### src/rtl/softex_pkg.sv
// Shared softex types: TCDM arbiter FSM states and the response tag that
// records whether an in-flight transaction was a read or a write.
package softex_pkg;

    localparam int unsigned DATA_W = 128;

    typedef enum logic [1:0] {
        ARB_IDLE  = 2'd0,
        ARB_LOAD  = 2'd1,
        ARB_STORE = 2'd2
    } softex_arb_state_e;

    typedef enum logic {
        TAG_WRITE = 1'b0,
        TAG_READ  = 1'b1
    } softex_tcdm_tag_t;

endpackage

### src/rtl/softex_tcdm_arbiter_if.sv
// HCI-style TCDM channel: req/gnt request phase plus r_valid/r_ready response.
interface softex_tcdm_arbiter_if #(
    parameter int unsigned DW = softex_pkg::DATA_W,
    parameter int unsigned AW = 32
);
    import softex_pkg::*;

    logic            req;
    logic            gnt;
    logic [AW-1:0]   add;
    logic            wen;
    logic [DW/8-1:0] be;
    logic [DW-1:0]   data;
    logic [DW-1:0]   r_data;
    logic            r_valid;
    logic            r_ready;

    modport master (output req, add, wen, be, data, r_ready,
                    input  gnt, r_data, r_valid);
    modport slave  (input  req, add, wen, be, data, r_ready,
                    output gnt, r_data, r_valid);

endinterface

### src/rtl/softex_tag_fifo.sv
// 1-bit tag FIFO remembering read/write order of granted TCDM transactions.
module softex_tag_fifo
    import softex_pkg::*;
#(
    parameter  int unsigned DEPTH = 4,
    localparam int unsigned CW    = $clog2(DEPTH + 1),
    localparam int unsigned PW    = (DEPTH > 1) ? $clog2(DEPTH) : 1
) (
    input  logic             clk_i,
    input  logic             rst_ni,
    input  logic             clear_i,
    input  logic             push_i,
    input  softex_tcdm_tag_t tag_i,
    input  logic             pop_i,
    output softex_tcdm_tag_t tag_o,
    output logic             full_o,
    output logic             empty_o,
    output logic [CW-1:0]    count_o
);

    softex_tcdm_tag_t mem_q [DEPTH];
    logic [PW-1:0]    wr_ptr_q, rd_ptr_q;
    logic [CW-1:0]    count_q;
    logic             push_ok, pop_ok;

    function automatic logic [PW-1:0] ptr_next(input logic [PW-1:0] ptr);
        return (ptr == PW'(DEPTH - 1)) ? '0 : ptr + PW'(1);
    endfunction

    assign full_o  = (count_q == CW'(DEPTH));
    assign empty_o = (count_q == '0);
    assign count_o = count_q;
    assign push_ok = push_i && !full_o;
    assign pop_ok  = pop_i && !empty_o;
    assign tag_o   = mem_q[rd_ptr_q];

    always_ff @(posedge clk_i or negedge rst_ni) begin
        if (!rst_ni) begin
            wr_ptr_q <= '0;
            rd_ptr_q <= '0;
            count_q  <= '0;
        end else if (clear_i) begin
            wr_ptr_q <= '0;
            rd_ptr_q <= '0;
            count_q  <= '0;
        end else begin
            if (push_ok) wr_ptr_q <= ptr_next(wr_ptr_q);
            if (pop_ok)  rd_ptr_q <= ptr_next(rd_ptr_q);
            unique case ({push_ok, pop_ok})
                2'b10:   count_q <= count_q + CW'(1);
                2'b01:   count_q <= count_q - CW'(1);
                default: count_q <= count_q;
            endcase
        end
    end

    // NOTE: storage is not reset; the count alone decides whether the head is valid.
    always_ff @(posedge clk_i) begin
        if (push_ok) mem_q[wr_ptr_q] <= tag_i;
    end

endmodule

### src/rtl/softex_tcdm_arbiter.sv
// Round-robin arbiter sharing the softex TCDM master port between the load
// and store streamers, with burst quantum and in-order response routing.
module softex_tcdm_arbiter
    import softex_pkg::*;
#(
    parameter  int unsigned DW              = DATA_W,
    parameter  int unsigned AW              = 32,
    parameter  int unsigned MAX_OUTSTANDING = 4,
    parameter  int unsigned BURST_LEN       = 8,
    localparam int unsigned OW              = $clog2(MAX_OUTSTANDING + 1)
) (
    input  logic                  clk_i,
    input  logic                  rst_ni,
    input  logic                  clear_i,
    softex_tcdm_arbiter_if.slave  ld,
    softex_tcdm_arbiter_if.slave  st,
    softex_tcdm_arbiter_if.master tcdm,
    output logic                  idle_o,
    output logic [OW-1:0]         outstanding_o
);

    localparam int unsigned BW = $clog2(BURST_LEN + 1);

    softex_arb_state_e state_q, state_d, last_owner_q, last_owner_d, sel;
    logic [BW-1:0]     burst_cnt_q, burst_cnt_d;
    logic              burst_at_max, issue, accept, fifo_full, fifo_empty, head_read;
    softex_tcdm_tag_t  head_tag;

    // NOTE: sequential state uses non-blocking assignments so all registers update together.
    always_ff @(posedge clk_i or negedge rst_ni) begin
        if (!rst_ni) begin
            state_q      <= ARB_IDLE;
            last_owner_q <= ARB_STORE;
            burst_cnt_q  <= '0;
        end else if (clear_i) begin
            state_q      <= ARB_IDLE;
            last_owner_q <= ARB_STORE;
            burst_cnt_q  <= '0;
        end else begin
            state_q      <= state_d;
            last_owner_q <= last_owner_d;
            burst_cnt_q  <= burst_cnt_d;
        end
    end

    // NOTE: every always_comb output gets a default first, so no latch is inferred.
    always_comb begin
        sel          = ARB_IDLE;
        state_d      = state_q;
        last_owner_d = last_owner_q;
        burst_cnt_d  = burst_cnt_q;
        burst_at_max = (burst_cnt_q == BW'(BURST_LEN));

        unique case (state_q)
            ARB_LOAD: begin
                if (ld.req && !(burst_at_max && st.req)) sel = ARB_LOAD;
                else if (st.req)                         sel = ARB_STORE;
            end
            ARB_STORE: begin
                if (st.req && !(burst_at_max && ld.req)) sel = ARB_STORE;
                else if (ld.req)                         sel = ARB_LOAD;
            end
            default: begin
                if (ld.req && st.req)
                    sel = (last_owner_q == ARB_STORE) ? ARB_LOAD : ARB_STORE;
                else if (ld.req) sel = ARB_LOAD;
                else if (st.req) sel = ARB_STORE;
            end
        endcase

        // Full is judged on the registered count, so a same-cycle pop cannot unblock issue.
        issue  = (sel != ARB_IDLE) && !fifo_full;
        accept = issue && tcdm.gnt;

        if (accept) begin
            state_d      = sel;
            last_owner_d = sel;
            if (sel == state_q) burst_cnt_d = burst_at_max ? burst_cnt_q : burst_cnt_q + BW'(1);
            else                burst_cnt_d = BW'(1);
        end else if (!fifo_full && sel == ARB_IDLE) begin
            state_d = ARB_IDLE;
        end
        if (state_d == ARB_IDLE) burst_cnt_d = '0;
    end

    always_comb begin
        tcdm.req  = issue;
        tcdm.add  = (sel == ARB_STORE) ? st.add  : ld.add;
        tcdm.wen  = (sel != ARB_STORE);
        tcdm.be   = (sel == ARB_STORE) ? st.be   : '1;
        tcdm.data = (sel == ARB_STORE) ? st.data : '0;
        ld.gnt    = tcdm.gnt && issue && (sel == ARB_LOAD);
        st.gnt    = tcdm.gnt && issue && (sel == ARB_STORE);

        // Write acks are swallowed here; only read responses reach the load streamer.
        head_read    = !fifo_empty && (head_tag == TAG_READ);
        ld.r_valid   = head_read && tcdm.r_valid;
        ld.r_data    = tcdm.r_data;
        tcdm.r_ready = head_read ? ld.r_ready : 1'b1;
        st.r_valid   = 1'b0;
        st.r_data    = '0;
    end

    softex_tag_fifo #(.DEPTH(MAX_OUTSTANDING)) i_tag_fifo (
        .clk_i   (clk_i),
        .rst_ni  (rst_ni),
        .clear_i (clear_i),
        .push_i  (accept),
        .tag_i   ((sel == ARB_LOAD) ? TAG_READ : TAG_WRITE),
        .pop_i   (tcdm.r_valid && tcdm.r_ready),
        .tag_o   (head_tag),
        .full_o  (fifo_full),
        .empty_o (fifo_empty),
        .count_o (outstanding_o)
    );

    assign idle_o = fifo_empty && !ld.req && !st.req;

    resp_without_tag_a : assert property (@(posedge clk_i) disable iff (!rst_ni)
        !(tcdm.r_valid && fifo_empty));

endmodule

### src/flat_wrapper.sv
// flat-port wrapper written by rule: the top's interface ports become plain ports
module softex_tcdm_arbiter_flat import softex_pkg::*;
#(
    parameter  int unsigned DW              = DATA_W,
    parameter  int unsigned AW              = 32,
    parameter  int unsigned MAX_OUTSTANDING = 4,
    parameter  int unsigned BURST_LEN       = 8,
    localparam int unsigned OW              = $clog2(MAX_OUTSTANDING + 1)
)
  (clk_i, rst_ni, clear_i, idle_o, outstanding_o, ld_req, ld_add, ld_wen, ld_be, ld_data, ld_r_ready, ld_gnt, ld_r_data, ld_r_valid, st_req, st_add, st_wen, st_be, st_data, st_r_ready, st_gnt, st_r_data, st_r_valid, tcdm_req, tcdm_add, tcdm_wen, tcdm_be, tcdm_data, tcdm_r_ready, tcdm_gnt, tcdm_r_data, tcdm_r_valid);
  softex_tcdm_arbiter_if #(.DW(DW), .AW(AW)) ld_i ();
  softex_tcdm_arbiter_if #(.DW(DW), .AW(AW)) st_i ();
  softex_tcdm_arbiter_if #(.DW(DW), .AW(AW)) tcdm_i ();
  input  logic clk_i;
  input  logic rst_ni;
  input  logic clear_i;
  output logic idle_o;
  output logic [OW-1:0] outstanding_o;
  input wire logic [$bits(ld_i.req)-1:0] ld_req;
  input wire logic [$bits(ld_i.add)-1:0] ld_add;
  input wire logic [$bits(ld_i.wen)-1:0] ld_wen;
  input wire logic [$bits(ld_i.be)-1:0] ld_be;
  input wire logic [$bits(ld_i.data)-1:0] ld_data;
  input wire logic [$bits(ld_i.r_ready)-1:0] ld_r_ready;
  output wire logic [$bits(ld_i.gnt)-1:0] ld_gnt;
  output wire logic [$bits(ld_i.r_data)-1:0] ld_r_data;
  output wire logic [$bits(ld_i.r_valid)-1:0] ld_r_valid;
  input wire logic [$bits(st_i.req)-1:0] st_req;
  input wire logic [$bits(st_i.add)-1:0] st_add;
  input wire logic [$bits(st_i.wen)-1:0] st_wen;
  input wire logic [$bits(st_i.be)-1:0] st_be;
  input wire logic [$bits(st_i.data)-1:0] st_data;
  input wire logic [$bits(st_i.r_ready)-1:0] st_r_ready;
  output wire logic [$bits(st_i.gnt)-1:0] st_gnt;
  output wire logic [$bits(st_i.r_data)-1:0] st_r_data;
  output wire logic [$bits(st_i.r_valid)-1:0] st_r_valid;
  output wire logic [$bits(tcdm_i.req)-1:0] tcdm_req;
  output wire logic [$bits(tcdm_i.add)-1:0] tcdm_add;
  output wire logic [$bits(tcdm_i.wen)-1:0] tcdm_wen;
  output wire logic [$bits(tcdm_i.be)-1:0] tcdm_be;
  output wire logic [$bits(tcdm_i.data)-1:0] tcdm_data;
  output wire logic [$bits(tcdm_i.r_ready)-1:0] tcdm_r_ready;
  input wire logic [$bits(tcdm_i.gnt)-1:0] tcdm_gnt;
  input wire logic [$bits(tcdm_i.r_data)-1:0] tcdm_r_data;
  input wire logic [$bits(tcdm_i.r_valid)-1:0] tcdm_r_valid;
  assign ld_i.req = ld_req;
  assign ld_i.add = ld_add;
  assign ld_i.wen = ld_wen;
  assign ld_i.be = ld_be;
  assign ld_i.data = ld_data;
  assign ld_i.r_ready = ld_r_ready;
  assign ld_gnt = ld_i.gnt;
  assign ld_r_data = ld_i.r_data;
  assign ld_r_valid = ld_i.r_valid;
  assign st_i.req = st_req;
  assign st_i.add = st_add;
  assign st_i.wen = st_wen;
  assign st_i.be = st_be;
  assign st_i.data = st_data;
  assign st_i.r_ready = st_r_ready;
  assign st_gnt = st_i.gnt;
  assign st_r_data = st_i.r_data;
  assign st_r_valid = st_i.r_valid;
  assign tcdm_req = tcdm_i.req;
  assign tcdm_add = tcdm_i.add;
  assign tcdm_wen = tcdm_i.wen;
  assign tcdm_be = tcdm_i.be;
  assign tcdm_data = tcdm_i.data;
  assign tcdm_r_ready = tcdm_i.r_ready;
  assign tcdm_i.gnt = tcdm_gnt;
  assign tcdm_i.r_data = tcdm_r_data;
  assign tcdm_i.r_valid = tcdm_r_valid;
  softex_tcdm_arbiter #(.DW(DW), .AW(AW), .MAX_OUTSTANDING(MAX_OUTSTANDING), .BURST_LEN(BURST_LEN)) u_core (.clk_i(clk_i), .rst_ni(rst_ni), .clear_i(clear_i), .ld(ld_i), .st(st_i), .tcdm(tcdm_i), .idle_o(idle_o), .outstanding_o(outstanding_o));
endmodule
### config.mk
export PLATFORM = sky130hd
export DESIGN_NAME = softex_tcdm_arbiter_flat
export DESIGN_NICKNAME = d
export VERILOG_FILES = /design/src/rtl/softex_pkg.sv /design/src/rtl/softex_tcdm_arbiter_if.sv /design/src/rtl/softex_tag_fifo.sv /design/src/rtl/softex_tcdm_arbiter.sv /design/src/flat_wrapper.sv
export SDC_FILE = /design/constraint.sdc
export NUM_CORES = 1
export LEC_CHECK = 0
export CAP_MARGIN = 20
export CORE_AREA = 4 4 364 366
export DETAILED_ROUTE_END_ITERATION = 8
export DIE_AREA = 0 0 368 370
export GPL_TIMING_DRIVEN = 0
export HOLD_SLACK_MARGIN = 0.05
export PLACE_DENSITY = 0.3
export SLEW_MARGIN = 20
export SYNTH_ARGS = -nofsm -noshare
export SYNTH_HDL_FRONTEND = slang
export SYNTH_SLANG_ARGS = --single-unit
### constraint.sdc
create_clock -name clk_i -period 10.45 [get_ports clk_i]
set_input_delay 3.135 -clock clk_i [delete_from_list [all_inputs] [get_ports clk_i]]
set_output_delay 3.135 -clock clk_i [all_outputs]
set_load 0.05 [all_outputs]
==> flow_metrics.env <==
export IMPL_status="complete, no violations"
export IMPL_max_cap_violations=0
export IMPL_netlist_instances=694
export IMPL_tns_ps=0
export IMPL_max_freq_mhz=97.7
export IMPL_fin_skew_ps=2.27
export IMPL_p_per_area_nw_per_um2=147
export IMPL_relSlewSlack=0.400
export IMPL_hpwl_mm=64.7
export IMPL_io_pins=934
export IMPL_cts_setup_buffers=0
export IMPL_nets=1859
export IMPL_clk_pin_slew_ps=60
export IMPL_port_buffers=529
export IMPL_crit_type="input port to primary output"
export IMPL_drv_slew=0
export IMPL_worstPathArrival_ps=7100
export IMPL_synth_seq_cells=19
export IMPL_nFillCells=15198
export IMPL_final_setup_worst_slack_ps=220
export IMPL_firstDrtPassIters=4
export IMPL_first_iter_violations=307
export IMPL_hp_start="u_core.last_owner_q[1]"
export IMPL_r2r_start="u_core.state_q[0]"
export IMPL_die_area_um2=136000
export IMPL_hold_viol=0
export IMPL_tightest_slew_ps=897
export IMPL_ctsHoldBuffers=0
export IMPL_syn_avg_cell_area_um2=6.93
export IMPL_gp_congestion=0.812
export IMPL_grt_antenna_before_repair=85
export IMPL_clkLatencyLatePin_ps=250
export IMPL_cts_tree="yes"
export IMPL_synth_edf_count=4
export IMPL_multi_input_area_um2=2630
export IMPL_grt_use_total=0.0938
export IMPL_ff_latch_area_um2=497
export IMPL_totalPowerFinal_mw=1.90
export IMPL_start_util=0.0372
export IMPL_start_kind="input port"
export IMPL_drive_above_1_share=0.211
export IMPL_cp_end_kind="primary output"
export IMPL_drc=0
export IMPL_post_cts_resized=0
export IMPL_critical_path_max_stage_delay_ps=1040
export IMPL_grt_max_degree=16
export IMPL_vdd_drop_max_v=0.0000542
export IMPL_coreArea_um2=129000
export IMPL_fin_util=0.100
export IMPL_cts_root_buffer="clkbuf_16"
export IMPL_place_worst_setup_slack_ps=59.4
export IMPL_period_share=0.979
export IMPL_synth_distinct_cells=60
export IMPL_ys_flop_type="dfrtp_1"
export IMPL_core_rowCount=132
export IMPL_synthesis_area_um2=4810
export IMPL_hold_class="flip-flop to flip-flop"
export IMPL_area_growth_pct=169
export IMPL_crit_start="st_req"
export IMPL_p_leak_nw=5.63
export IMPL_grt_first_pass_wirelength_mm=82.7
export IMPL_synthArstFlopShare=0.789
export IMPL_cts_buffers=3
export IMPL_cts_htree_levels=1
export IMPL_final_antenna_net_count=0
export IMPL_grt_ovfl_total=0
export IMPL_routed_wl_mm=68.1
export IMPL_critPathSlowestCell="clkdlybuf4s50_1"
export IMPL_fin_crit_ps=10230
export IMPL_fp_dieH_um=370
export IMPL_via_per_inst=2.25
export IMPL_worstPathMaxFanout=10
export IMPL_setup_violations=0
export IMPL_yosys_warnings=0
export IMPL_rsz0062_at_grt="no"
export IMPL_cp_required_ps=7320
export IMPL_crit_top_cell="clkdlybuf4s50_1"
export IMPL_path_cells="clkdlybuf4s50_1 -> or3b_2 -> o221ai_2 -> or3_1 -> buf_2 -> buf_4 -> buf_6 -> clkbuf_1 -> and3_1 -> clkdlybuf4s50_1"
export IMPL_vias=7017
export IMPL_cts_sinks=19
export IMPL_grt_pass1_vias=7184
export IMPL_wire_per_inst_um=21.8
export IMPL_die_w_um=368
export IMPL_yosysSeqAreaShare=0.103
export IMPL_cts_buffer_depth=2
==> path summary, 6_finish.rpt <==
kind / end / slack [ps] / cells after the start
min: u_core.last_owner_q[1] / 530 / 2
min reg2reg: u_core.last_owner_q[1] / 530 / 2
max reg2reg: u_core.i_tag_fifo.count_o[2] / 6920 / 12
min in group asynchronous: u_core.state_q[1] / 3390 / 1
max in group asynchronous: u_core.i_tag_fifo.wr_ptr_q[0] / 6510 / 1
max: tcdm_data[52] / 220 / 10
==> cell families after synthesis <==
kind of cell	count (synthesis)	synth area share
buf+inv	312	0.449
simple gates	309	0.342
compound gates	35	0.0570
flops	19	0.103
fa+ha+maj	10	0.0276
mux	6	0.0164
xor+xnor	2	0.00364
other cells	1	0.000779
==> worst max-delay path: cells and delay by family <==
family | cells | cell delay, ps
AOI/OAI and AO/OA | 1 | 190
buffers and inverters | 6 | 2800
and+or+nand+nor | 3 | 910
==> stage by stage <==
stage / area [um2] / hold WS [ps] / std cells
global placement: 12800 / 523 / 3093
finish: 12900 / 533 / 3119
global route: 12900 / 566 / 3100
floorplan: 5290 / 472 / 822
CTS: 12900 / 540 / 3099
detailed placement: 12800 / 530 / 3095
==> cell type report <==
| cell class | instances | share of cell area |
|---|---|---|
| Sequential cell | 19 | 0.0384 |
| Tap cell | 1742 | 0.168 |
| Timing Repair Buffer | 531 | 0.412 |
| Clock buffer | 3 | 0.00580 |
| Buffer | 305 | 0.165 |
| Inverter | 7 | 0.00203 |
| Antenna cell | 20 | 0.00387 |
| Clock inverter | 1 | 0.000387 |
| Multi-Input combinational cell | 491 | 0.204 |
==> where the power goes <==
| part | switching, mW | internal, mW |
|---|---|---|
| logic | 1.18 | 0.530 |
| clock network | 0.0305 | 0.0514 |
| registers | 0.0162 | 0.0920 |
| total | 1.23 | 0.674 |
==> sequential cells by signal, indices dropped and copies added (netlist names) <==
name                        cells
u_core.burst_cnt_q              4
u_core.i_tag_fifo.count_o       3
u_core.i_tag_fifo.mem_q         4
u_core.i_tag_fifo.rd_ptr_q      2
u_core.i_tag_fifo.wr_ptr_q      2
u_core.last_owner_q             2
u_core.state_q                  2
==> synth_stat cells, types with 3 or more instances <==
library cell	count	area, um2
nor2b_1	5	31.3
o21ai_0	5	25.0
buf_2	5	25.0
edfxtp_1	4	120
inv_1	7	26.3
nand2b_1	3	18.8
dfrtp_1	14	350
a21oi_1	5	25.0
mux2i_1	3	30.0
nor3_1	5	25.0
nand3_1	4	20.0
and2_1	5	31.3
nor2_1	13	48.8
buf_4	260	1950
a311oi_1	4	35.0
ha_1	9	113
nand2_1	108	405
and3_1	131	820
or3_1	19	119
clkbuf_1	39	146
==> layer usage <==
| metal | GRT usage | vias up | wire length, um |
|---|---|---|---|
| met3 | 0.0746 | 120 | 12300 |
| met1 | 0.0932 | 3008 | 22600 |
| met5 | 0 | - | 475 |
| met4 | 0.0151 | 70 | 1490 |
| li1 | - | 3265 | - |
| met2 | 0.156 | 554 | 31200 |
==> layout by cell type, fill, tap and decap left out, types with 6 or more instances in the layout <==
master and n:
dfrtp_1 14, inv_1 7, dlymetal6s2s_1 6, clkdlybuf4s50_1 523, buf_4 260, diode_2 20, conb_1 129, clkbuf_1 36
or3_1 19, nand2_1 108, nor2_1 13, and3_1 131, ha_1 9
(Power assumes the default switching activity.)
